## src/rtl/dram_burst_sequencer.sv

```systemverilog
// -----------------------------------------------------------------------------
// dram_burst_sequencer
//
// Command-level front end for the single-outstanding DRAM controller. Accepts
// one burst command (base address, stride, count, direction) and issues the
// transactions to the controller one at a time. Each transaction costs one
// ISSUE cycle (start pulse) followed by WAIT cycles until the controller's
// one-cycle done pulse. Burst completion is reported with a one-cycle pulse.
//
// Ports:
//   clk, reset      clock; synchronous active-high reset (shared with controller)
//   cmd_valid/ready command handshake; ready only in IDLE and not in reset
//   cmd_addr        first transaction address
//   cmd_stride      per-transaction address increment (zero-extended)
//   cmd_count       number of transactions (0 = empty burst)
//   cmd_is_wr       burst direction, 1 = write
//   abort           finish the burst after the in-flight transaction
//   ctl_start       one-cycle start pulse to the controller
//   ctl_addr        current transaction address
//   ctl_is_wr       current transaction direction
//   ctl_done        controller done pulse (ignored outside WAIT)
//   busy            high in every state except IDLE
//   burst_done      one-cycle pulse at the end of a burst
//   burst_aborted   qualifies burst_done: burst ended early by abort
//   xfer_cnt        transactions completed in the current or last burst
//   timeout_err     sticky; a transaction waited TIMEOUT cycles without done
// -----------------------------------------------------------------------------
module dram_burst_sequencer #(
    parameter int ADDR_W   = 64,
    parameter int CNT_W    = 16,
    parameter int STRIDE_W = 32,
    parameter int TIMEOUT  = 1024
) (
    input  logic                clk,
    input  logic                reset,
    input  logic                cmd_valid,
    output logic                cmd_ready,
    input  logic [ADDR_W-1:0]   cmd_addr,
    input  logic [STRIDE_W-1:0] cmd_stride,
    input  logic [CNT_W-1:0]    cmd_count,
    input  logic                cmd_is_wr,
    input  logic                abort,
    output logic                ctl_start,
    output logic [ADDR_W-1:0]   ctl_addr,
    output logic                ctl_is_wr,
    input  logic                ctl_done,
    output logic                busy,
    output logic                burst_done,
    output logic                burst_aborted,
    output logic [CNT_W-1:0]    xfer_cnt,
    output logic                timeout_err
);

    // Wait counter is wide enough to hold TIMEOUT and saturates there, so a
    // very long stall can never wrap and re-trigger or miss the watchdog.
    localparam int WC_W = (TIMEOUT > 1) ? $clog2(TIMEOUT + 1) : 1;
    localparam logic WDOG_EN = (TIMEOUT != 0);
    localparam logic [WC_W-1:0] WC_LIMIT = WC_W'(TIMEOUT);

    localparam logic [1:0] ST_IDLE   = 2'd0;
    localparam logic [1:0] ST_ISSUE  = 2'd1;
    localparam logic [1:0] ST_WAIT   = 2'd2;
    localparam logic [1:0] ST_FINISH = 2'd3;

    logic [1:0]          state_q,         state_d;
    logic                ctl_start_q,     ctl_start_d;
    logic [ADDR_W-1:0]   ctl_addr_q,      ctl_addr_d;
    logic                ctl_is_wr_q,     ctl_is_wr_d;
    logic [STRIDE_W-1:0] stride_q,        stride_d;
    logic [CNT_W-1:0]    remaining_q,     remaining_d;
    logic [CNT_W-1:0]    xfer_cnt_q,      xfer_cnt_d;
    logic                abort_flag_q,    abort_flag_d;
    logic [WC_W-1:0]     wait_cnt_q,      wait_cnt_d;
    logic                timeout_err_q,   timeout_err_d;
    logic                burst_done_q,    burst_done_d;
    logic                burst_aborted_q, burst_aborted_d;

    logic [ADDR_W-1:0]   stride_ext_s;
    logic [WC_W-1:0]     wait_inc_s;
    logic                abort_seen_s;
    logic                last_xfer_s;

    assign stride_ext_s = ADDR_W'(stride_q);
    assign wait_inc_s   = (wait_cnt_q == WC_LIMIT) ? wait_cnt_q : (wait_cnt_q + WC_W'(1));
    // An abort arriving together with a non-final done still stops the burst
    // after that transaction instead of issuing one more.
    assign abort_seen_s = abort_flag_q | abort;
    assign last_xfer_s  = (remaining_q == CNT_W'(1));

    // Next-state and next-output computation for the burst FSM.
    always_comb begin
        state_d         = state_q;
        ctl_start_d     = 1'b0;
        ctl_addr_d      = ctl_addr_q;
        ctl_is_wr_d     = ctl_is_wr_q;
        stride_d        = stride_q;
        remaining_d     = remaining_q;
        xfer_cnt_d      = xfer_cnt_q;
        abort_flag_d    = abort_flag_q;
        wait_cnt_d      = wait_cnt_q;
        timeout_err_d   = timeout_err_q;
        burst_done_d    = 1'b0;
        burst_aborted_d = 1'b0;

        case (state_q)
            ST_IDLE: begin
                // cmd_ready is only low in IDLE while reset is high, and the
                // register block overrides everything then.
                if (cmd_valid) begin
                    ctl_addr_d    = cmd_addr;
                    stride_d      = cmd_stride;
                    ctl_is_wr_d   = cmd_is_wr;
                    remaining_d   = cmd_count;
                    xfer_cnt_d    = {CNT_W{1'b0}};
                    timeout_err_d = 1'b0;
                    abort_flag_d  = 1'b0;
                    if (cmd_count == {CNT_W{1'b0}}) begin
                        state_d      = ST_FINISH;
                        burst_done_d = 1'b1;
                    end else begin
                        state_d     = ST_ISSUE;
                        ctl_start_d = 1'b1;
                    end
                end else begin
                    state_d = ST_IDLE;
                end
            end

            ST_ISSUE: begin
                wait_cnt_d = {WC_W{1'b0}};
                state_d    = ST_WAIT;
                if (abort) begin
                    abort_flag_d = 1'b1;
                end else begin
                    abort_flag_d = abort_flag_q;
                end
            end

            ST_WAIT: begin
                wait_cnt_d = wait_inc_s;
                if (abort) begin
                    abort_flag_d = 1'b1;
                end else begin
                    abort_flag_d = abort_flag_q;
                end
                if (ctl_done) begin
                    xfer_cnt_d  = xfer_cnt_q + CNT_W'(1);
                    remaining_d = remaining_q - CNT_W'(1);
                    ctl_addr_d  = ctl_addr_q + stride_ext_s;
                    if (last_xfer_s || abort_seen_s) begin
                        state_d         = ST_FINISH;
                        burst_done_d    = 1'b1;
                        // Work was left over only if this was not the last one.
                        burst_aborted_d = abort_seen_s && !last_xfer_s;
                    end else begin
                        state_d     = ST_ISSUE;
                        ctl_start_d = 1'b1;
                    end
                end else if (WDOG_EN && (wait_inc_s == WC_LIMIT)) begin
                    timeout_err_d = 1'b1;
                end else begin
                    timeout_err_d = timeout_err_q;
                end
            end

            ST_FINISH: begin
                state_d = ST_IDLE;
            end

            default: begin
                state_d = ST_IDLE;
            end
        endcase
    end

    // State and registered-output update with synchronous reset.
    always_ff @(posedge clk) begin
        if (reset) begin
            state_q         <= ST_IDLE;
            ctl_start_q     <= 1'b0;
            ctl_addr_q      <= {ADDR_W{1'b0}};
            ctl_is_wr_q     <= 1'b0;
            stride_q        <= {STRIDE_W{1'b0}};
            remaining_q     <= {CNT_W{1'b0}};
            xfer_cnt_q      <= {CNT_W{1'b0}};
            abort_flag_q    <= 1'b0;
            wait_cnt_q      <= {WC_W{1'b0}};
            timeout_err_q   <= 1'b0;
            burst_done_q    <= 1'b0;
            burst_aborted_q <= 1'b0;
        end else begin
            state_q         <= state_d;
            ctl_start_q     <= ctl_start_d;
            ctl_addr_q      <= ctl_addr_d;
            ctl_is_wr_q     <= ctl_is_wr_d;
            stride_q        <= stride_d;
            remaining_q     <= remaining_d;
            xfer_cnt_q      <= xfer_cnt_d;
            abort_flag_q    <= abort_flag_d;
            wait_cnt_q      <= wait_cnt_d;
            timeout_err_q   <= timeout_err_d;
            burst_done_q    <= burst_done_d;
            burst_aborted_q <= burst_aborted_d;
        end
    end

    // cmd_ready is held low during reset so no command is taken in that cycle.
    assign cmd_ready     = (state_q == ST_IDLE) && !reset;
    assign busy          = (state_q != ST_IDLE);
    assign ctl_start     = ctl_start_q;
    assign ctl_addr      = ctl_addr_q;
    assign ctl_is_wr     = ctl_is_wr_q;
    assign burst_done    = burst_done_q;
    assign burst_aborted = burst_aborted_q;
    assign xfer_cnt      = xfer_cnt_q;
    assign timeout_err   = timeout_err_q;

endmodule

```

## config.mk

```make
export PLATFORM = sky130hd
export DESIGN_NAME = dram_burst_sequencer
export DESIGN_NICKNAME = d
export VERILOG_FILES = /design/src/rtl/dram_burst_sequencer.sv
export SDC_FILE = /design/constraint.sdc
export NUM_CORES = 1
export LEC_CHECK = 0
export ABC_AREA = 1
export BUFFER_PORTS_ARGS = -buffer_cell sky130_fd_sc_hd__buf_2
export CORE_UTILIZATION = 45
export CTS_BUF_LIST = sky130_fd_sc_hd__clkbuf_4 sky130_fd_sc_hd__clkbuf_8
export DETAILED_ROUTE_END_ITERATION = 10
export PLACE_DENSITY = 0.7
export SYNTH_ARGS = -nofsm -noshare
export SYNTH_HDL_FRONTEND = slang
export SYNTH_SLANG_ARGS = --single-unit
```

## constraint.sdc

```tcl
create_clock -name clk -period 2.35 [get_ports clk]
set_clock_uncertainty 0.2 [all_clocks]
set_input_delay 0.47 -clock clk [delete_from_list [all_inputs] [get_ports clk]]
set_output_delay 0.47 -clock clk [all_outputs]
set_load 0.02 [all_outputs]
```

==> impl_metrics.tcl <==
set metrics [dict create \
    drt_wl_total_um 37300 \
    maxCapViolCount 0 \
    period_share_pct 98.0 \
    grt_usage_pct 30.4 \
    first_global_vias 11600 \
    fp.dieW_um 155 \
    setup_viol 0 \
    yosys_warnings 0 \
    reg2reg_slack_ns 0.05 \
    syn2layout_area_growth_pct 34.3 \
    clk_latency_ns 0.48 \
    hold_ws_ns 0.0383 \
    slowest_stage "fa_2" \
    gr-total-overflow 0 \
    cts_tree "yes" \
    layout_common_cells "nand2_1, nor2_1, inv_1, buf_2, buf_4" \
    drtPass1Iterations 6 \
    cts-root-buf "clkbuf_8" \
    hp-start "cmd_stride[5]" \
    fin_crit_ns 2.30 \
    register_area_sq_um 2980 \
    clk_pin_slew_ns 0.10 \
    synthArstFlopShare_pct 0 \
    htreeDepth 4 \
    totalPowerFinal_mw 7.22 \
    ys_ff_latch 147 \
    use_met3_pct 3.48 \
    cp_data_required_time_ns 2.49 \
    grtUsageMet2_pct 50.5 \
    relSlewSlack_pct 61.3 \
    dpl-instance-area_sq_um 12900 \
    final_area_sq_um 14200 \
    io_pins 205 \
    drt-initial-drc-count 783 \
    stdcell_count 2466 \
    grt_antenna_before_repair 0 \
    crit_top_cell "nand2_2" \
    cts_buffers 17 \
    max_freq_mhz 434 \
    mostFrequentLayoutCell "nand2_1" \
    p_leak_nw 6.97 \
    tightestPinTransition_ns 0.581 \
    multi_input_area_sq_um 7320 \
    initial_utilization_pct 46.3 \
    place_hpwl_um 27800 \
    slew_viol_final 0 \
    cp_cell_sequence "ha_4, fa_2, nand3_2, nand3_4, nand2_2, nand2_4, nand2_1, nand2_2, buf_4, xor2_1, o21ai_0, a21oi_1" \
    outcome "finished clean" \
    vias 12700 \
    crit_fanout 4 \
    grt_first_pass_wirelength_um 57900 \
    power.density_nw_per_um2 508 \
    coreArea_sq_um 22800 \
    via_per_inst 5.14 \
    avgSynthCellArea_sq_um 5.79 \
    drive_gt1_share_pct 27.5 \
    vdd_ir_drop_max_v 0.000377 \
    r2r-end "ctl_addr[12]$_SDFFE_PP0P_" \
    end_kind "flip-flop" \
    grt_max_degree 87 \
    std_cell_rows 55 \
    dieArea_sq_um 24100 \
    synth_nets 1987 \
    syn_inst 1829 \
    synth-seq-area-share_pct 27.8 \
    reg2reg_from "ctl_addr[0]$_SDFFE_PP0P_" \
    ant_nets 0 \
    globalplace.congestion 0.982 \
    rsz0062_at_grt "yes" \
    cp_slowest_stage_delay_ns 0.36 \
    min_path_cells 3 \
    dp.cells 2430 \
    die_h_um 155 \
    setup_tns_ns 0 \
    fin_nets 2298 \
    syn-cell-area_sq_um 10600 \
    portBuffers 204 \
    synth_edf_count 0 \
    min_path_type "in -> reg" \
    grt_util_met1_pct 40.2 \
    drc 0 \
    hold-path-endpoint "stride_q[5]$_SDFFE_PP0P_" \
    avgRoutedWirePerCell_um 15.1 \
    crit_type "reg -> reg" \
    crit_path_start_kind "flip-flop" \
    cts_max_path_buffers 2 \
    yosysUniqueCellTypes 47 \
    fillCellCount 2209 \
    ff2ff_path_depth 12 \
    busiest_layer "met2" \
    critical_path_arrival_ns 2.44 \
    num_antenna_cells 0 \
    clock-sinks 147 \
    synth_ff_type "dfxtp_1" \
    hold_viol 0 \
]
==> layout make-up <==
cell class / count / area share, %
multi-input combinational: 1373 / 51.5
sequential: 147 / 21.0
timing repair buffer: 349 / 15.4
inverter: 252 / 6.65
tap: 313 / 2.75
clock buffer: 17 / 1.65
clock inverter: 15 / 1.12
==> what timing repair did <==
item / in CTS / in global routing
cloned: 0 / 0
endpoints found under the setup margin: 29 / 81
setup buffers: 0 / 4
pin swaps: 2 / 36
hold buffers: 0 / 0
endpoints found under the hold margin: 0 / 0
resized for setup: 19 / 212
==> logic make-up after synthesis <==
| group | Yosys count | share of synthesized area, % |
|---|---|---|
| xor gates and xnor gates | 37 | 3.06 |
| AOI/OAI and AO/OA | 275 | 13.9 |
| buffers and inverters | 309 | 11.0 |
| and+or+nand+nor | 1021 | 39.4 |
| DFF | 147 | 27.8 |
| adders and majority gates | 40 | 4.80 |
==> where the power goes <==
group	switching [mW]	internal, mW
logic	1.31	0.931
clock network	1.22	0.888
registers	0.186	2.68
==> Yosys cell counts, drive strengths merged, types with 2 or more instances <==
library cell	instances	share of area, %
o211ai	6	0.43
o21ai	101	4.8
nand2	535	19
xor2	32	2.6
a211oi	5	0.35
or2	2	0.12
clkbuf	46	1.6
a21o	3	0.21
nor3	23	1.3
nand4	18	1.1
nor2	311	11
nor3b	4	0.28
nand3	118	5.7
a21oi	136	6.5
xnor2	5	0.41
nor4	2	0.12
o21bai	6	0.43
a21boi	2	0.14
o22ai	5	0.30
and2	3	0.18
dfxtp	147	28
nand3b	4	0.28
a31oi	5	0.30
buf	11	0.46
ha	39	4.6
inv	251	8.9
==> layer usage <==
metal | vias to the layer above | wire length (um)
li1 | 6399 | -
met3 | 84 | 2230
met1 | 5702 | 16600
met2 | 493 | 17200
met4 | 0 | 1260
met5 | - | 0
==> flip-flops by register name, summed over array words and instances, names as in the netlist <==
register	flops
abort_flag_q	1
timeout_err	1
wait_cnt_q	11
ctl_addr	64
ctl_is_wr	1
xfer_cnt	16
ctl_start	1
burst_done	1
remaining_q	16
burst_aborted	1
state_q	2
stride_q	32
==> critical path: cells and delay by family, from the launching register on <==
family	cells	cell delay (ns)
adder cells (fa/ha/maj)	2	0.52
XOR/XNOR	1	0.12
AND/OR/NAND/NOR	6	0.50
flip-flops	1	0.35
AO/OA/AOI/OAI	2	0.33
buffers and inverters	1	0.14
==> worst max-delay path by stage <==
stage,slack (ns),from,cells past startpoint,end
global route,-0.09,ctl_addr[9]$_SDFFE_PP0P_,15,ctl_addr[63]$_SDFFE_PP0P_
finish,0.05,ctl_addr[0]$_SDFFE_PP0P_,12,ctl_addr[12]$_SDFFE_PP0P_
CTS,-0.04,ctl_addr[6]$_SDFFE_PP0P_,14,ctl_addr[33]$_SDFFE_PP0P_
detailed placement,-0.14,ctl_addr[0]$_SDFFE_PP0P_,16,ctl_addr[38]$_SDFFE_PP0P_
floorplan,0.02,ctl_addr[0]$_SDFFE_PP0P_,13,ctl_addr[28]$_SDFFE_PP0P_
global placement,-0.07,ctl_addr[29]$_SDFFE_PP0P_,10,ctl_addr[59]$_SDFFE_PP0P_
==> stage by stage <==
| stage | util, % | worst slack (ns) |
|---|---|---|
| 2_1_floorplan | - | 0.0150 |
| 3_3_place_gp | 56.5 | -0.0739 |
| 3_5_place_dp | 56.5 | -0.139 |
| 4_1_cts | 58.5 | -0.0438 |
| 5_1_grt | 62.2 | -0.0882 |
| 6_report | 62.2 | 0.0465 |
(Power assumes the default switching activity.)
